File: src/rtl/z80_clk_sequencer.sv
// Sequences the Z80 clock divider: power-on CPU reset, free-run, stop and N-cycle step.
// Divider strobes, CPU reset and status outputs are all registered.
module z80_clk_sequencer #(
  parameter int unsigned POR_CYCLES = 8,
  parameter int unsigned STEP_WIDTH = 16
) (
  input  logic                  i_clk,
  input  logic                  i_reset_n,
  input  logic                  i_run_stb,
  input  logic                  i_stop_stb,
  input  logic                  i_step_stb,
  input  logic [STEP_WIDTH-1:0] i_step_count,
  input  logic                  i_cpu_reset_stb,
  input  logic                  i_div_clk_rose,
  output logic                  o_div_start_stb,
  output logic                  o_div_reset_stb,
  output logic                  o_cpu_reset_n,
  output logic                  o_busy,
  output logic                  o_done_stb,
  output logic [STEP_WIDTH-1:0] o_step_remaining,
  output logic [1:0]            o_state
);

  localparam int unsigned POR_W = $clog2(POR_CYCLES + 1);

  typedef enum logic [1:0] {
    S_POR_START = 2'd0,
    S_IDLE      = 2'd1,
    S_RUN       = 2'd2,
    S_STEP      = 2'd3
  } state_t;

  state_t                r_state, w_state;
  logic                  r_por_started, w_por_started;
  logic [POR_W-1:0]      r_por_cnt, w_por_cnt;
  logic                  r_start_stb, w_start_stb;
  logic                  r_reset_stb, w_reset_stb;
  logic                  r_cpu_reset_n, w_cpu_reset_n;
  logic                  r_busy, w_busy;
  logic                  r_done_stb, w_done_stb;
  logic [STEP_WIDTH-1:0] r_step_rem, w_step_rem;
  logic [STEP_WIDTH-1:0] w_rem_dec;

  // State and output registers
  always_ff @(posedge i_clk or negedge i_reset_n) begin
    if (!i_reset_n) begin
      r_state       <= S_POR_START;
      r_por_started <= 1'b0;
      r_por_cnt     <= '0;
      r_start_stb   <= 1'b0;
      r_reset_stb   <= 1'b0;
      r_cpu_reset_n <= 1'b0;
      r_busy        <= 1'b1;
      r_done_stb    <= 1'b0;
      r_step_rem    <= '0;
    end else begin
      r_state       <= w_state;
      r_por_started <= w_por_started;
      r_por_cnt     <= w_por_cnt;
      r_start_stb   <= w_start_stb;
      r_reset_stb   <= w_reset_stb;
      r_cpu_reset_n <= w_cpu_reset_n;
      r_busy        <= w_busy;
      r_done_stb    <= w_done_stb;
      r_step_rem    <= w_step_rem;
    end
  end

  // Next-state and next-output logic; strobes default low so they last one cycle
  always_comb begin
    w_state       = r_state;
    w_por_started = r_por_started;
    w_por_cnt     = r_por_cnt;
    w_start_stb   = 1'b0;
    w_reset_stb   = 1'b0;
    w_cpu_reset_n = r_cpu_reset_n;
    w_busy        = r_busy;
    w_done_stb    = 1'b0;
    w_step_rem    = r_step_rem;
    w_rem_dec     = r_step_rem - STEP_WIDTH'(1);

    case (r_state)
      S_POR_START: begin
        if (!r_por_started) begin
          w_start_stb   = 1'b1;
          w_por_cnt     = POR_W'(POR_CYCLES);
          w_por_started = 1'b1;
        end else if (i_div_clk_rose) begin
          w_por_cnt = r_por_cnt - POR_W'(1);
          if (r_por_cnt == POR_W'(1)) begin
            w_cpu_reset_n = 1'b1;
            w_reset_stb   = 1'b1;
            w_busy        = 1'b0;
            w_state       = S_IDLE;
          end
        end
      end

      S_IDLE: begin
        if (i_run_stb) begin
          w_state     = S_RUN;
          w_start_stb = 1'b1;
          w_busy      = 1'b1;
        end else if (i_step_stb) begin
          if (i_step_count != '0) begin
            w_step_rem  = i_step_count;
            w_state     = S_STEP;
            w_start_stb = 1'b1;
            w_busy      = 1'b1;
          end else begin
            w_done_stb = 1'b1;
          end
        end else if (i_cpu_reset_stb) begin
          w_cpu_reset_n = 1'b0;
          w_state       = S_POR_START;
          w_por_started = 1'b0;
          w_busy        = 1'b1;
        end
      end

      S_RUN: begin
        if (i_stop_stb) begin
          w_reset_stb = 1'b1;
          w_done_stb  = 1'b1;
          w_busy      = 1'b0;
          w_state     = S_IDLE;
        end else if (i_cpu_reset_stb) begin
          w_cpu_reset_n = 1'b0;
          w_state       = S_POR_START;
          w_por_started = 1'b0;
          w_busy        = 1'b1;
        end
      end

      S_STEP: begin
        // A rose coinciding with stop is still counted before the abort
        if (i_div_clk_rose) begin
          w_step_rem = w_rem_dec;
        end
        if (i_stop_stb || (i_div_clk_rose && r_step_rem == STEP_WIDTH'(1))) begin
          w_reset_stb = 1'b1;
          w_done_stb  = 1'b1;
          w_busy      = 1'b0;
          w_state     = S_IDLE;
        end else if (i_cpu_reset_stb) begin
          w_cpu_reset_n = 1'b0;
          w_state       = S_POR_START;
          w_por_started = 1'b0;
          w_busy        = 1'b1;
        end
      end

      default: begin
        w_state = S_POR_START;
      end
    endcase
  end

  assign o_div_start_stb  = r_start_stb;
  assign o_div_reset_stb  = r_reset_stb;
  assign o_cpu_reset_n    = r_cpu_reset_n;
  assign o_busy           = r_busy;
  assign o_done_stb       = r_done_stb;
  assign o_step_remaining = r_step_rem;
  assign o_state          = r_state;

endmodule

File: config.mk
export PLATFORM = sky130hd
export DESIGN_NAME = z80_clk_sequencer
export DESIGN_NICKNAME = d
export VERILOG_FILES = /design/src/rtl/z80_clk_sequencer.sv
export SDC_FILE = /design/constraint.sdc
export NUM_CORES = 1
export LEC_CHECK = 0
export ABC_AREA = 1
export CAP_MARGIN = 20
export CORE_MARGIN = 3
export CORE_UTILIZATION = 45
export CTS_BUF_LIST = sky130_fd_sc_hd__clkbuf_4 sky130_fd_sc_hd__clkbuf_8
export DETAILED_ROUTE_END_ITERATION = 16
export PLACE_DENSITY = 0.73
export RECOVER_POWER = 100
export SLEW_MARGIN = 15
export SYNTH_ARGS = -nofsm -noshare
export SYNTH_HDL_FRONTEND = slang
export SYNTH_SLANG_ARGS = --single-unit
File: constraint.sdc
create_clock -name i_clk -period 1.55 [get_ports i_clk]
set_input_delay 0.3875 -clock i_clk [delete_from_list [all_inputs] [get_ports i_clk]]
set_output_delay 0.3875 -clock i_clk [all_outputs]
set_load 0.005 [all_outputs]
# [Word level (Yosys, flattened, before mapping)]
# Cells that the tools add are included.
[classes] add_sub_neg=2 eq_ne=17 n_mux=57 reduce_logical=10
[ops] operator="two-way mux 16 bit" n=4
[ops] operator="two-way mux 1 bit" n=34
[ops] operator="one-hot mux 16 bit (2 select lines)" n=1
[ops] operator="!= test 2 bit, second input constant" n=11
[ops] operator="two-way mux 2 bit" n=9
[ops] operator="== test 16 x 1 -> 1 bit, second input constant" n=1
[ops] operator="nonzero test 16 bit" n=1
[ops] operator="subtractor 16 x 1 -> 16 bit, second input constant" n=1
[ops] operator="one-hot mux 1 bit (4 select lines)" n=3
[ops] operator="two-way mux 4 bit" n=2
[ops] operator="one-hot mux 2 bit (4 select lines)" n=1
[ops] operator="AND reduction 4 bit" n=2
[ops] operator="AND reduction 7 bit" n=1
[ops] operator="one-hot mux 1 bit (3 select lines)" n=2
[ops] operator="AND reduction 5 bit" n=1
[ops] operator="== test 2 bit, second input constant" n=2
[ops] operator="== test 4 x 1 -> 1 bit, second input constant" n=1
[ops] operator="!= test 4 bit, second input constant" n=1
[ops] operator="subtractor 4 x 1 -> 4 bit, second input constant" n=1
[ops] operator="== test 2 x 1 -> 1 bit, second input constant" n=1
[ops] operator="zero test 2 bit" n=1
[ops] operator="one-hot mux 1 bit (2 select lines)" n=1
[ops] operator="AND reduction 2 bit" n=1
[ops] operator="nonzero test 2 bit" n=1
[ops] operator="2 further kinds" n=2
[totals] regBits=28 in_bits=23 output_inout_bits=23 word_cells=95

# [Longest topological paths before layout]
[logic_depth] depth_word=5 mapped_depth=12 depth_no_buf=12

# [Worst setup path after synthesis]
# No wires, ideal clock.
[synth_timing] path_type="reg-to-reg" from="register r_step_rem[0], in the netlist o_step_remaining[0]" to="register r_step_rem[14], in the netlist o_step_remaining[14]" setup_ns=0.117 arrival_ns=1.316 required_ns=1.433 setup_slack_ns=0.117 stages_incl_launch_ff=10 n_path_buf=0 period_less_slack_ns=1.433 cell_sequence="dfrtp_1 -> inv_1 -> ha_1 -> nand2_1 -> nor2_1 -> nand2_1 -> nand2_1 -> nand3_1 -> nand3_2 -> nand2_1"
[synth_between] elab_chain_cells=3
[synth_rtl] item="start: declaration" line_no="41" source="logic [STEP_WIDTH-1:0] r_step_rem, w_step_rem;"
[synth_rtl] item="start signal: assignment" line_no="65" source="r_step_rem <= w_step_rem;"
[synth_rtl] item="subtractor 16 x 1 -> 16 bit" line_no="80" source="w_rem_dec = r_step_rem - STEP_WIDTH'(1);"
[synth_rtl] item="two-way mux 16 bit" line_no="137" source="if (i_div_clk_rose) begin"
[synth_rtl] item="one-hot mux 16 bit (2 select lines)" line_no="82" source="case (r_state)"
# Every way passes these cells. The select of a mux whose other input is x is not followed.
# A chain may end at the register's enable or synchronous reset.

# [Worst setup path after layout]
[layout_timing] from="input i_step_count[7]" to="register r_step_rem[8], in the netlist o_step_remaining[8]"
[layout_between] elab_chain_cells=3
[layout_rtl] item="start: declaration" line_no="12" source="input logic [STEP_WIDTH-1:0] i_step_count,"
[layout_rtl] item="nonzero test 16 bit" line_no="105" source="if (i_step_count != '0) begin"
[layout_rtl] item="!= test 2 bit (no source line)"
[layout_rtl] item="AND reduction 5 bit (no source line)"
# Every way passes these cells.

==> out/results.tsv <==
metric	value	unit
outcome	complete, but fails checks	
violations	setup timing	
maxSlewViolCount	0	
drtIter0Drc	368	
avgSynthCellArea	6.47	µm²
place_congestion	0.917	
wl_per_cell	14.6	µm
numPortBuffers	45	
rsz0062_at_grt	yes	
p_leak	1.69	nW
root_buffer	clkbuf_8	
finalCriticalPeriod	1570	ps
worst_pin_slew	711	ps
swShare	0.440	
hold_violations	0	
p_clk_frac	0.087	
layout_setup_ws	-23.0	ps
path_class	primary input to flop	
internal_power	0.00289	W
synth_area_leaders	dfrtp_1, nand2_1, nor2_1	
drive_gt1_frac	0.322	
power-per-cell-area	1580	nW/µm²
pwr-share-seq	0.256	
endpoint_kind	flop	
clockBufferDepth	2	
switchingPower	0.00227	W
combPwrFrac	0.657	
nets	451	
dr_total_vias	2560	
holdCritPathClass	primary input to flop	
grt_max_degree	29	
grt_pass1_wl	9.85	mm
arrival	1760	ps
cts-buffers-inserted	3	
maxSlewHeadroom	0.526	
grtUsageTotal	0.235	
routed_wl	6.89	mm
ant_nets	0	
holdWs	481	ps
synth_top_area_share	0.339	
core	4140	µm²
grt_pass1_vias	2177	
power	0.00516	W
drtPass1Iterations	5	
clock_sinks	28	
h-tree-depth	1	
pin_count	46	
cp.required	1730	ps
drv_cap	0	
synth_warnings	0	
cts_tree	built	
initial_core_util	0.481	
final_core_util	0.786	
syn_area	1990	µm²
timing.fmax	636	MHz
peakVddDrop	0.00101	V
dieHeight	72.5	µm
ys_types	33	
synth-seq-cells	28	
syn-num-nets	335	
cp_max_fo	17	
nFillCells	300	
cp-start-kind	primary input	
overflow	0	
synth-seq-area-share	0.352	
fin_worst_skew	3.53	ps
die_area	5260	µm²
period_share	1.01	
antennaDiodeCount	0	
antenna_found_initial	0	
remaining_drc_errors	0	
worstSkewPairLatency	280	ps
cts.clk_slew.worst_paths	100	ps
yosysTopAreaCell	dfrtp_1	
vias_per_cell	5.41	
synthCells	308	
hpwl	4.30	mm
die_w	72.5	µm
setup_viol	10	
rows	23	
syn_to_final_growth	63.5	%
==> power by group through the flow <==
stage	Sequential, W	Clock, W	Combinational [W]
floorplan	0.00141	0	0.00119
finish	0.00132	0.000450	0.00339
global placement	0.00146	0	0.00232
CTS	0.00129	0.000451	0.00288
detailed placement	0.00148	0	0.00239
global route	0.00136	0.000483	0.00367
==> registers in the layout (all words and copies together) (netlist names) <==
name	flops
o_done_stb	1
o_step_remaining	16
o_cpu_reset_n	1
o_div_reset_stb	1
o_state	2
r_por_cnt	4
o_busy	1
r_por_started	1
o_div_start_stb	1
==> metal layers <==
layer | vias to the layer above | wire, µm | GRT usage
met5 | - | 0 | 0
li1 | 1206 | - | -
met4 | 0 | 132 | 0.0635
met3 | 23 | 493 | 0.0360
met2 | 141 | 3460 | 0.399
met1 | 1190 | 2800 | 0.310
==> synthesized netlist by cell type, drive strengths merged <==
library cell / count
a31oi: 1
dfrtp: 27
nand3: 30
o21ai: 21
o31ai: 2
a21oi: 7
or2: 2
inv: 41
clkbuf: 1
nand2: 104
dfstp: 1
nor2: 47
nor3: 4
xor2: 1
buf: 5
nand4: 6
nand3b: 1
ha: 4
nor3b: 1
o22ai: 1
nor4: 1
==> cell type report <==
type / count / area [µm²] / area share
clock buffer: 4 / 48.8 / 0.0150
inverter: 41 / 164 / 0.0503
multi-input combinational: 233 / 1260 / 0.386
sequential: 28 / 709 / 0.218
tap: 50 / 62.6 / 0.0192
timing repair buffer: 117 / 1010 / 0.312
==> stage by stage <==
stage          cell area (µm²)  TNS [ps]  worst slack, ps  instances
3_3_place_gp              2770     -6800             -359        437
5_1_grt                   3260     -1090            -86.0        473
3_5_place_dp              2770     -8060             -436        437
4_1_cts                   3020         0            0.362        465
6_report                  3260      -127            -23.0        473
2_1_floorplan             1990         0              117        308
==> critical path, stage by stage <==
cell and delay (ps):
clkdlybuf4s50_1 400, inv_1 100, nand3_1 130, nor2_2 160
nand3_2 140, nand2_4 100, buf_6 120, inv_6 70
o21ai_0 80, nand2_1 70
==> path summary, 6_finish.rpt <==
check | startpoint | to | slack [ps] | cells past startpoint
setup / recovery | i_step_count[7] | o_step_remaining[8] | -20 | 10
hold / removal | i_step_count[10] | o_step_remaining[10] | 480 | 5
setup reg to reg | o_step_remaining[4] | o_step_remaining[11] | -20 | 8
hold reg to reg | o_cpu_reset_n | o_cpu_reset_n | 480 | 2
max in group asynchronous | i_reset_n | o_step_remaining[13] | 380 | 2
min in group asynchronous | i_reset_n | o_step_remaining[10] | 660 | 2
==> cells by family (layout without fill, tap and decap cells) <==
| group | Yosys count | after routing | synth area share |
|---|---|---|---|
| simple gates | 196 | 196 | 0.423 |
| xor+xnor | 1 | 1 | 0.00440 |
| flops | 28 | 28 | 0.352 |
| buf+inv | 47 | 162 | 0.105 |
| fa+ha+maj | 4 | 4 | 0.0251 |
| compound gates | 32 | 32 | 0.0898 |
==> placed cells by master (no fill, tap or decap), types with 2 or more instances in the layout <==
| cell type | Yosys | routed |
|---|---|---|
| a21oi_1 | 7 | 7 |
| buf_4 | 2 | 62 |
| buf_6 | 1 | 7 |
| clkbuf_4 | 0 | 2 |
| clkbuf_8 | 0 | 3 |
| clkdlybuf4s25_1 | 0 | 10 |
| clkdlybuf4s50_1 | 0 | 15 |
| dfrtp_1 | 27 | 21 |
| dfrtp_2 | 0 | 6 |
| dlygate4sd2_1 | 0 | 12 |
| dlymetal6s2s_1 | 0 | 7 |
| ha_1 | 4 | 2 |
| ha_2 | 0 | 2 |
| inv_1 | 38 | 35 |
| inv_2 | 2 | 3 |
| inv_4 | 0 | 2 |
| nand2_1 | 100 | 92 |
| nand2_2 | 3 | 7 |
| nand2_4 | 1 | 5 |
| nand3_1 | 28 | 21 |
| nand3_2 | 2 | 8 |
| nand4_1 | 6 | 6 |
| nor2_1 | 45 | 32 |
| nor2_2 | 1 | 8 |
| nor2_4 | 1 | 7 |
| nor3_1 | 4 | 4 |
| o21ai_0 | 12 | 11 |
| o21ai_1 | 6 | 5 |
| o21ai_2 | 3 | 4 |
| o31ai_1 | 2 | 2 |
| or2_2 | 2 | 2 |
==> timing repair <==
item | in CTS | in global routing
pin swaps | 6 | 26
endpoints found under the setup margin | 37 | 36
hold buffers | 0 | 0
buffers inserted | 24 | 8
endpoints found under the hold margin | 0 | 0
gates resized for setup | 28 | 67
gates cloned | 0 | 0
Power figures use the tool's default switching activity.
